### config.mk
export PLATFORM = sky130hd
export DESIGN_NAME = demux_router_flat
export DESIGN_NICKNAME = d
export VERILOG_FILES = /design/src/rtl/demux_router_if.sv /design/src/rtl/demux_router.sv /design/src/flat_wrapper.sv
export SDC_FILE = /design/constraint.sdc
export NUM_CORES = 1
export LEC_CHECK = 0
export BUFFER_PORTS_ARGS = -buffer_cell sky130_fd_sc_hd__buf_4
export CAP_MARGIN = 0
export CORE_ASPECT_RATIO = 0.5
export CORE_UTILIZATION = 46
export CTS_CLUSTER_DIAMETER = 40
export CTS_CLUSTER_SIZE = 8
export DETAILED_ROUTE_END_ITERATION = 10
export MAX_ROUTING_LAYER = met4
export PLACE_DENSITY = 0.73
export RECOVER_POWER = 50
export REMOVE_ABC_BUFFERS = 1
export SETUP_SLACK_MARGIN = 0.1
export SLEW_MARGIN = 20
export SYNTH_ARGS = -nofsm -noshare
export SYNTH_HDL_FRONTEND = slang
export SYNTH_SLANG_ARGS = --single-unit
export TNS_END_PERCENT = 50
### constraint.sdc
create_clock -name clk -period 3.5 [get_ports clk]
set_input_delay 0.175 -clock clk [delete_from_list [all_inputs] [get_ports clk]]
set_output_delay 0.175 -clock clk [all_outputs]
set_load 0.05 [all_outputs]
### src/rtl/demux_router_if.sv
// demux_router_if -- handshake bundle between an upstream word source, the
// four-way demultiplexing router and its four channel consumers.
//   in_valid/in_ready/in_sel/in_data : upstream word and its destination channel
//   out_valid/out_ready              : per-channel handshake, bit i = channel i
//   out_data                         : channel i payload at [i*DW +: DW]
//   out_cnt                          : channel i delivered-word count at [i*8 +: 8]
// master = upstream source and consumers, slave = router.
interface demux_router_if #(
  parameter int DW = 8
);
  logic            in_valid;
  logic            in_ready;
  logic [1:0]      in_sel;
  logic [DW-1:0]   in_data;
  logic [3:0]      out_valid;
  logic [3:0]      out_ready;
  logic [4*DW-1:0] out_data;
  logic [31:0]     out_cnt;

  modport master (
    output in_valid, in_sel, in_data, out_ready,
    input  in_ready, out_valid, out_data, out_cnt
  );

  modport slave (
    input  in_valid, in_sel, in_data, out_ready,
    output in_ready, out_valid, out_data, out_cnt
  );
endinterface

### src/rtl/demux_router.sv
// demux_router -- routes each upstream word to one of four channels selected
// by in_sel. Every channel owns a single holding register, so channels stall
// independently and a stalled channel never blocks words for the others.
// A slot that is drained and refilled in the same cycle stays valid, giving
// one word per cycle per channel. Each channel counts its deliveries (8-bit,
// wrapping).
// Ports:
//   clk   : single clock, rising edge
//   rst_n : asynchronous active-low reset; clears valid flags, data and counts
//   bus   : demux_router_if slave modport (see interface for signal list)
module demux_router #(
  parameter int DW = 8
) (
  input  logic               clk,
  input  logic               rst_n,
  demux_router_if.slave      bus
);

  logic [3:0]    vld_q, vld_d;
  logic [DW-1:0] data_q [4];
  logic [DW-1:0] data_d [4];
  logic [7:0]    cnt_q  [4];
  logic [7:0]    cnt_d  [4];
  logic          in_fire;
  logic [3:0]    out_fire;

  always_comb begin
    // Readiness looks only at the addressed slot: empty, or draining this cycle.
    bus.in_ready = !vld_q[bus.in_sel] || bus.out_ready[bus.in_sel];
    in_fire      = bus.in_valid && bus.in_ready;
    out_fire     = vld_q & bus.out_ready;
    vld_d        = vld_q;
    for (int i = 0; i < 4; i++) begin
      data_d[i] = data_q[i];
      cnt_d[i]  = cnt_q[i];
      if (out_fire[i]) begin
        vld_d[i] = 1'b0;
        cnt_d[i] = cnt_q[i] + 8'd1;
      end
      // Load after the drain so a same-cycle refill keeps the slot valid.
      if (in_fire && (bus.in_sel == 2'(i))) begin
        vld_d[i]  = 1'b1;
        data_d[i] = bus.in_data;
      end
    end
  end

  always_ff @(posedge clk or negedge rst_n) begin
    if (!rst_n) begin
      vld_q <= '0;
      for (int i = 0; i < 4; i++) begin
        data_q[i] <= '0;
        cnt_q[i]  <= '0;
      end
    end else begin
      vld_q  <= vld_d;
      data_q <= data_d;
      cnt_q  <= cnt_d;
    end
  end

  always_comb begin
    bus.out_valid = vld_q;
    bus.out_data  = '0;
    bus.out_cnt   = '0;
    for (int i = 0; i < 4; i++) begin
      bus.out_data[i*DW +: DW] = data_q[i];
      bus.out_cnt[i*8 +: 8]    = cnt_q[i];
    end
  end

  // Protocol checks; the next-state values stand in for "after this edge".
  always @(posedge clk) begin
    if (rst_n) begin
      if (bus.in_valid && (bus.in_ready !== 1'b0)) begin
        assert (!$isunknown(bus.in_sel))
          else $error("demux_router: in_sel unknown on input handshake at %0t", $time);
      end
      for (int i = 0; i < 4; i++) begin
        if (vld_q[i] && !bus.out_ready[i]) begin
          assert (vld_d[i])
            else $error("demux_router: ch%0d out_valid dropped without out_ready at %0t", i, $time);
          assert (data_d[i] == data_q[i])
            else $error("demux_router: ch%0d out_data changed while stalled at %0t", i, $time);
        end
      end
    end
  end

endmodule

### src/flat_wrapper.sv
// flat-port wrapper written by rule: the top's interface ports become plain ports
module demux_router_flat 
#(
  parameter int DW = 8
)
  (clk, rst_n, bus_in_valid, bus_in_sel, bus_in_data, bus_out_ready, bus_in_ready, bus_out_valid, bus_out_data, bus_out_cnt);
  demux_router_if #(.DW(DW)) bus_i ();
  input  logic clk;
  input  logic rst_n;
  input wire logic [$bits(bus_i.in_valid)-1:0] bus_in_valid;
  input wire logic [$bits(bus_i.in_sel)-1:0] bus_in_sel;
  input wire logic [$bits(bus_i.in_data)-1:0] bus_in_data;
  input wire logic [$bits(bus_i.out_ready)-1:0] bus_out_ready;
  output wire logic [$bits(bus_i.in_ready)-1:0] bus_in_ready;
  output wire logic [$bits(bus_i.out_valid)-1:0] bus_out_valid;
  output wire logic [$bits(bus_i.out_data)-1:0] bus_out_data;
  output wire logic [$bits(bus_i.out_cnt)-1:0] bus_out_cnt;
  assign bus_i.in_valid = bus_in_valid;
  assign bus_i.in_sel = bus_in_sel;
  assign bus_i.in_data = bus_in_data;
  assign bus_i.out_ready = bus_out_ready;
  assign bus_in_ready = bus_i.in_ready;
  assign bus_out_valid = bus_i.out_valid;
  assign bus_out_data = bus_i.out_data;
  assign bus_out_cnt = bus_i.out_cnt;
  demux_router #(.DW(DW)) u_core (.clk(clk), .rst_n(rst_n), .bus(bus_i));
endmodule
* Yosys cells after proc, flatten, opt, wreduce, memory -nomap -nowiden *
Index checks and enable logic that the tools add are counted.

storage, ports and cells
  bits in read-only memories = 0
  output and inout bits = 69
  latch bits = 0
  RAM bits = 0
  bits of input ports = 17
  memories = 0
  flip-flop bits (word level) = 68

operators by class
  magnitude comparators = 1
  eq/ne operators = 3
  $mul = 0
  multiplexer cells = 12
  reduce and logical (&&, ||, !) cells = 12
  bitwise operators = 1
  div/mod/pow operators = 0
  shift operators = 0
  add/sub/neg operators = 4

operators by type and width
  kind                 number
  $add 8x1->8 const B  4
  $mux 1               10
  $reduce_bool 2->1    4
  $logic_and 1x1->1    5
  $and 4x4->4          1
  $bmux 1 s2           2
  $eq 2x2->1 const B   2
  $lt 2x3->1 const B   1
  $eq 2x1->1 const B   1
  $logic_not 2->1      1
  $logic_not 1->1      1
  $logic_or 1x1->1     1

* Longest topological paths before layout *
  word-level depth = 7
  depth in mapped cells = 4
  mapped depth without buffers = 4

* Worst setup path after synthesis *
OpenSTA, ideal clock, no wires.

  path type = register -> output
  start = reg u_core.vld_q[2] (netlist: u_core.bus.out_valid[2])
  end = out bus_in_ready
  arrival time = 1,577 ps
  path slack = 1,748 ps
  data required time = 3,325 ps
  cell stages (with the launch flop) = 3
  cell sequence = dfrtp_1 -> nand2b_1 -> mux4_1

on the way
  word-level cells in the longest chain between the ends = 4

RTL lines
  element                       RTL line            text
  from (decl)                   demux_router.sv:19  logic [3:0] vld_q, vld_d;
  from (signal assigned)        demux_router.sv:56  vld_q <= vld_d;
  $bmux 1 s2                    demux_router.sv:29  bus.in_ready = !vld_q[bus.in_sel] || bus.out_ready[bus.in_sel];
  $mux 1 (not written as such)  demux_router.sv:29
  $logic_not 1->1               demux_router.sv:29
  $logic_or 1x1->1              demux_router.sv:29
  to (decl)                     flat_wrapper.sv:14  output wire logic [$bits(bus_i.in_ready)-1:0] bus_in_ready;

Every way passes these cells. The select of a mux whose other input is x is not followed.

==> reports/results.ini <==
[global_routing]
grt_pass1_wl_um=9100
grt_pass1_vias=1873
antenna_found_initial=0
overflow=0
grtUsageTotal_pct=19.7
grt_max_degree=69

[critical_path]
end_kind=asynchronous set/reset pin
path_class=in -> async
crit_family=buffers and inverters
path_cells=dlygate4sd3_1 -> clkbuf_2
cp_data_required_time_ns=3.63
startpoint_type=input pin
crit_slowest_cell=clkbuf_2
cp_slowest_stage_delay_ns=1.19
cp.arrival_ns=1.92
critPathMaxFanout=68
path_buf_inv=2

[routing]
wl_per_cell_um=15.3
via_count=1862
avgViaCountPerCell=5.03
routed_wl_um=5660
drt_iter0_drc=63
drt_pre_antenna_iters=7
drc=3
ant_nets=0

[sta]
period_needed_ns=1.80
maxSlewViolCount=69
timing.fmax_ghz=0.557
rsz0062_at_grt=false
worst_slew_pin_slew_ns=1.64
whs_ns=0.108
finalClockSkew_ns=0.00793
max_slew_margin_pct=-9.64
min_period_over_period_pct=51.3
setup_violations=0
hold_violations=0
fin_ws_ns=1.70
finalSetupTns_ns=0

[placed_design]
portBuffers=85
hpwl_um=3980
dp_slack_ns=1.77
place_area_um2=3510
gp_congestion=0.798

[worst_hold_path]
holdCritPathClass=in -> reg

[finish]
fin_area_um2=3550
fill_cells=496
nets=316
drive_gt1_share_pct=25.3
antenna_cells=0
area_growth_pct=27.5
postLayoutCoreUtil_pct=62.8

[power_and_ir_drop]
ir_drop_uv=406
powerDensity_nw_per_um2=880
p_leak_nw=1.56

[yosys]
syn_area_per_cell_um2=13.9
synth_area_um2=2790
yosysWarnings=0
synth_cells=200
synth-seq-cells=68
ys_types=27
seq_area_frac_synth_pct=61.1

[clock_tree]
ctsLongestPathBuffers=2
cts_buffers=9
cts_resized=0
clk-insertion-delay-late_ns=0.33
numClockSinks=68
htree_num_levels=3
holdBufCountCts=1
postCtsSetupRepairBufs=0
cts_tree=built
clk_pin_slew_worst_paths_ns=0.05
cts_root_buf=clkbuf_16

[die]
die_h_um=57.0
coreArea_um2=5660
fp-row-count=19
initial_utilization_pct=49.2
die_w_um=112
pin_count=86
die_area_um2=6390

[outcome]
violations=design-rule violations, max-capacitance violations, max-slew violations
status=finished with violations

[flow_run]
drv_cap=1

-- worst register-to-register path, stage by stage, from the launching register on --
cell	delay (ns)
dfrtp_1	0.41
nand2b_1	0.13
nor2b_1	0.66
mux2_2	0.43
-- cell families after synthesis --
| kind of cell | synth area share [%] |
|---|---|
| flops | 61.1 |
| xor+xnor | 8.80 |
| buf+inv | 0.853 |
| simple gates | 11.6 |
| compound gates | 0.359 |
| fa+ha+maj | 1.80 |
| mux | 15.5 |
-- layout make-up --
class                           instances  area, um^2  share of cell area (%)
Sequential cell                        68        1700                    47.9
Clock buffer                           10         239                    6.73
Timing Repair Buffer                   86         405                    11.4
Multi-Input combinational cell        126        1060                    29.9
Clock inverter                          3        40.0                    1.13
Inverter                                4        15.0                   0.423
Tap cell                               73        91.3                    2.57
-- layout by cell type, fill, tap and decap left out --
master / netlist / layout
and2_0: 0 / 1
and3_1: 2 / 2
and4_1: 2 / 2
buf_4: 0 / 20
bufinv_16: 0 / 1
clkbuf_1: 1 / 64
clkbuf_16: 0 / 9
clkbuf_2: 0 / 1
clkbuf_8: 0 / 1
clkinv_2: 0 / 2
dfrtp_1: 68 / 68
dlygate4sd3_1: 0 / 1
ha_1: 4 / 4
inv_1: 4 / 4
mux2_2: 36 / 36
mux4_1: 1 / 1
nand2_1: 14 / 14
nand2_2: 1 / 1
nand2_4: 1 / 1
nand2b_1: 4 / 4
nand3_1: 6 / 6
nand4_1: 9 / 9
nor2_1: 7 / 7
nor2b_1: 1 / 1
nor3_1: 1 / 1
nor3b_1: 1 / 1
nor3b_4: 2 / 2
nor4_1: 1 / 1
o21ai_0: 2 / 2
or3b_1: 1 / 1
or3b_2: 1 / 1
xnor2_1: 22 / 22
xor2_1: 6 / 6
-- synthesized netlist by cell type, drive strengths merged --
cell,instances,share of area [%]
nor3b,3,1.6
nor2b,1,0.22
inv,4,0.54
nand3,6,1.1
nor3,1,0.18
or3b,2,0.63
nor2,7,0.94
and2,1,0.22
and3,2,0.45
nand4,9,2.0
clkbuf,1,0.13
buf,1,0.18
nand2b,4,0.90
xnor2,22,6.9
xor2,6,1.9
o21ai,2,0.36
dfrtp,68,61
nand2,16,2.5
nor4,1,0.22
mux4,1,0.94
ha,4,1.8
and4,2,0.63
mux2,36,15
-- registers in the layout, summed over array words and instances (netlist names) --
signal and count:
u_core.bus.out_data 32, u_core.bus.out_valid 4, u_core.bus.out_cnt 32
-- where the power goes --
part           internal [mW]  switching (mW)
registers              0.972           0.177
clock network          0.555           0.300
logic                  0.263           0.861
total                   1.79            1.34
-- path summary, 6_finish.rpt --
path,to,depth (start not counted),slack [ns],startpoint
setup / recovery,u_core.bus.out_cnt[22],2,1.70,rst_n
hold / removal,u_core.bus.out_data[2],2,0.11,bus_in_data[2]
setup reg to reg,u_core.bus.out_data[26],3,1.75,u_core.bus.out_valid[3]
hold reg to reg,u_core.bus.out_cnt[15],1,0.46,u_core.bus.out_cnt[15]
max in group clk,bus_in_ready,3,1.72,u_core.bus.out_valid[2]
min in group asynchronous,u_core.bus.out_cnt[0],2,0.82,rst_n
-- through the flow --
step | power, mW | std cells
global route | 3.27 | 370
global placement | 2.40 | 356
CTS | 3.30 | 370
floorplan | 2.01 | 198
detailed placement | 2.43 | 356
finish | 3.13 | 370
-- routing by layer --
metal	part of all wire [%]	track usage, %
met2	49	33.3
met4	1.3	6.29
met5	0	-
met3	4.8	7.44
met1	45	21.9
Note: power is estimated with default switching activity, not from simulation.
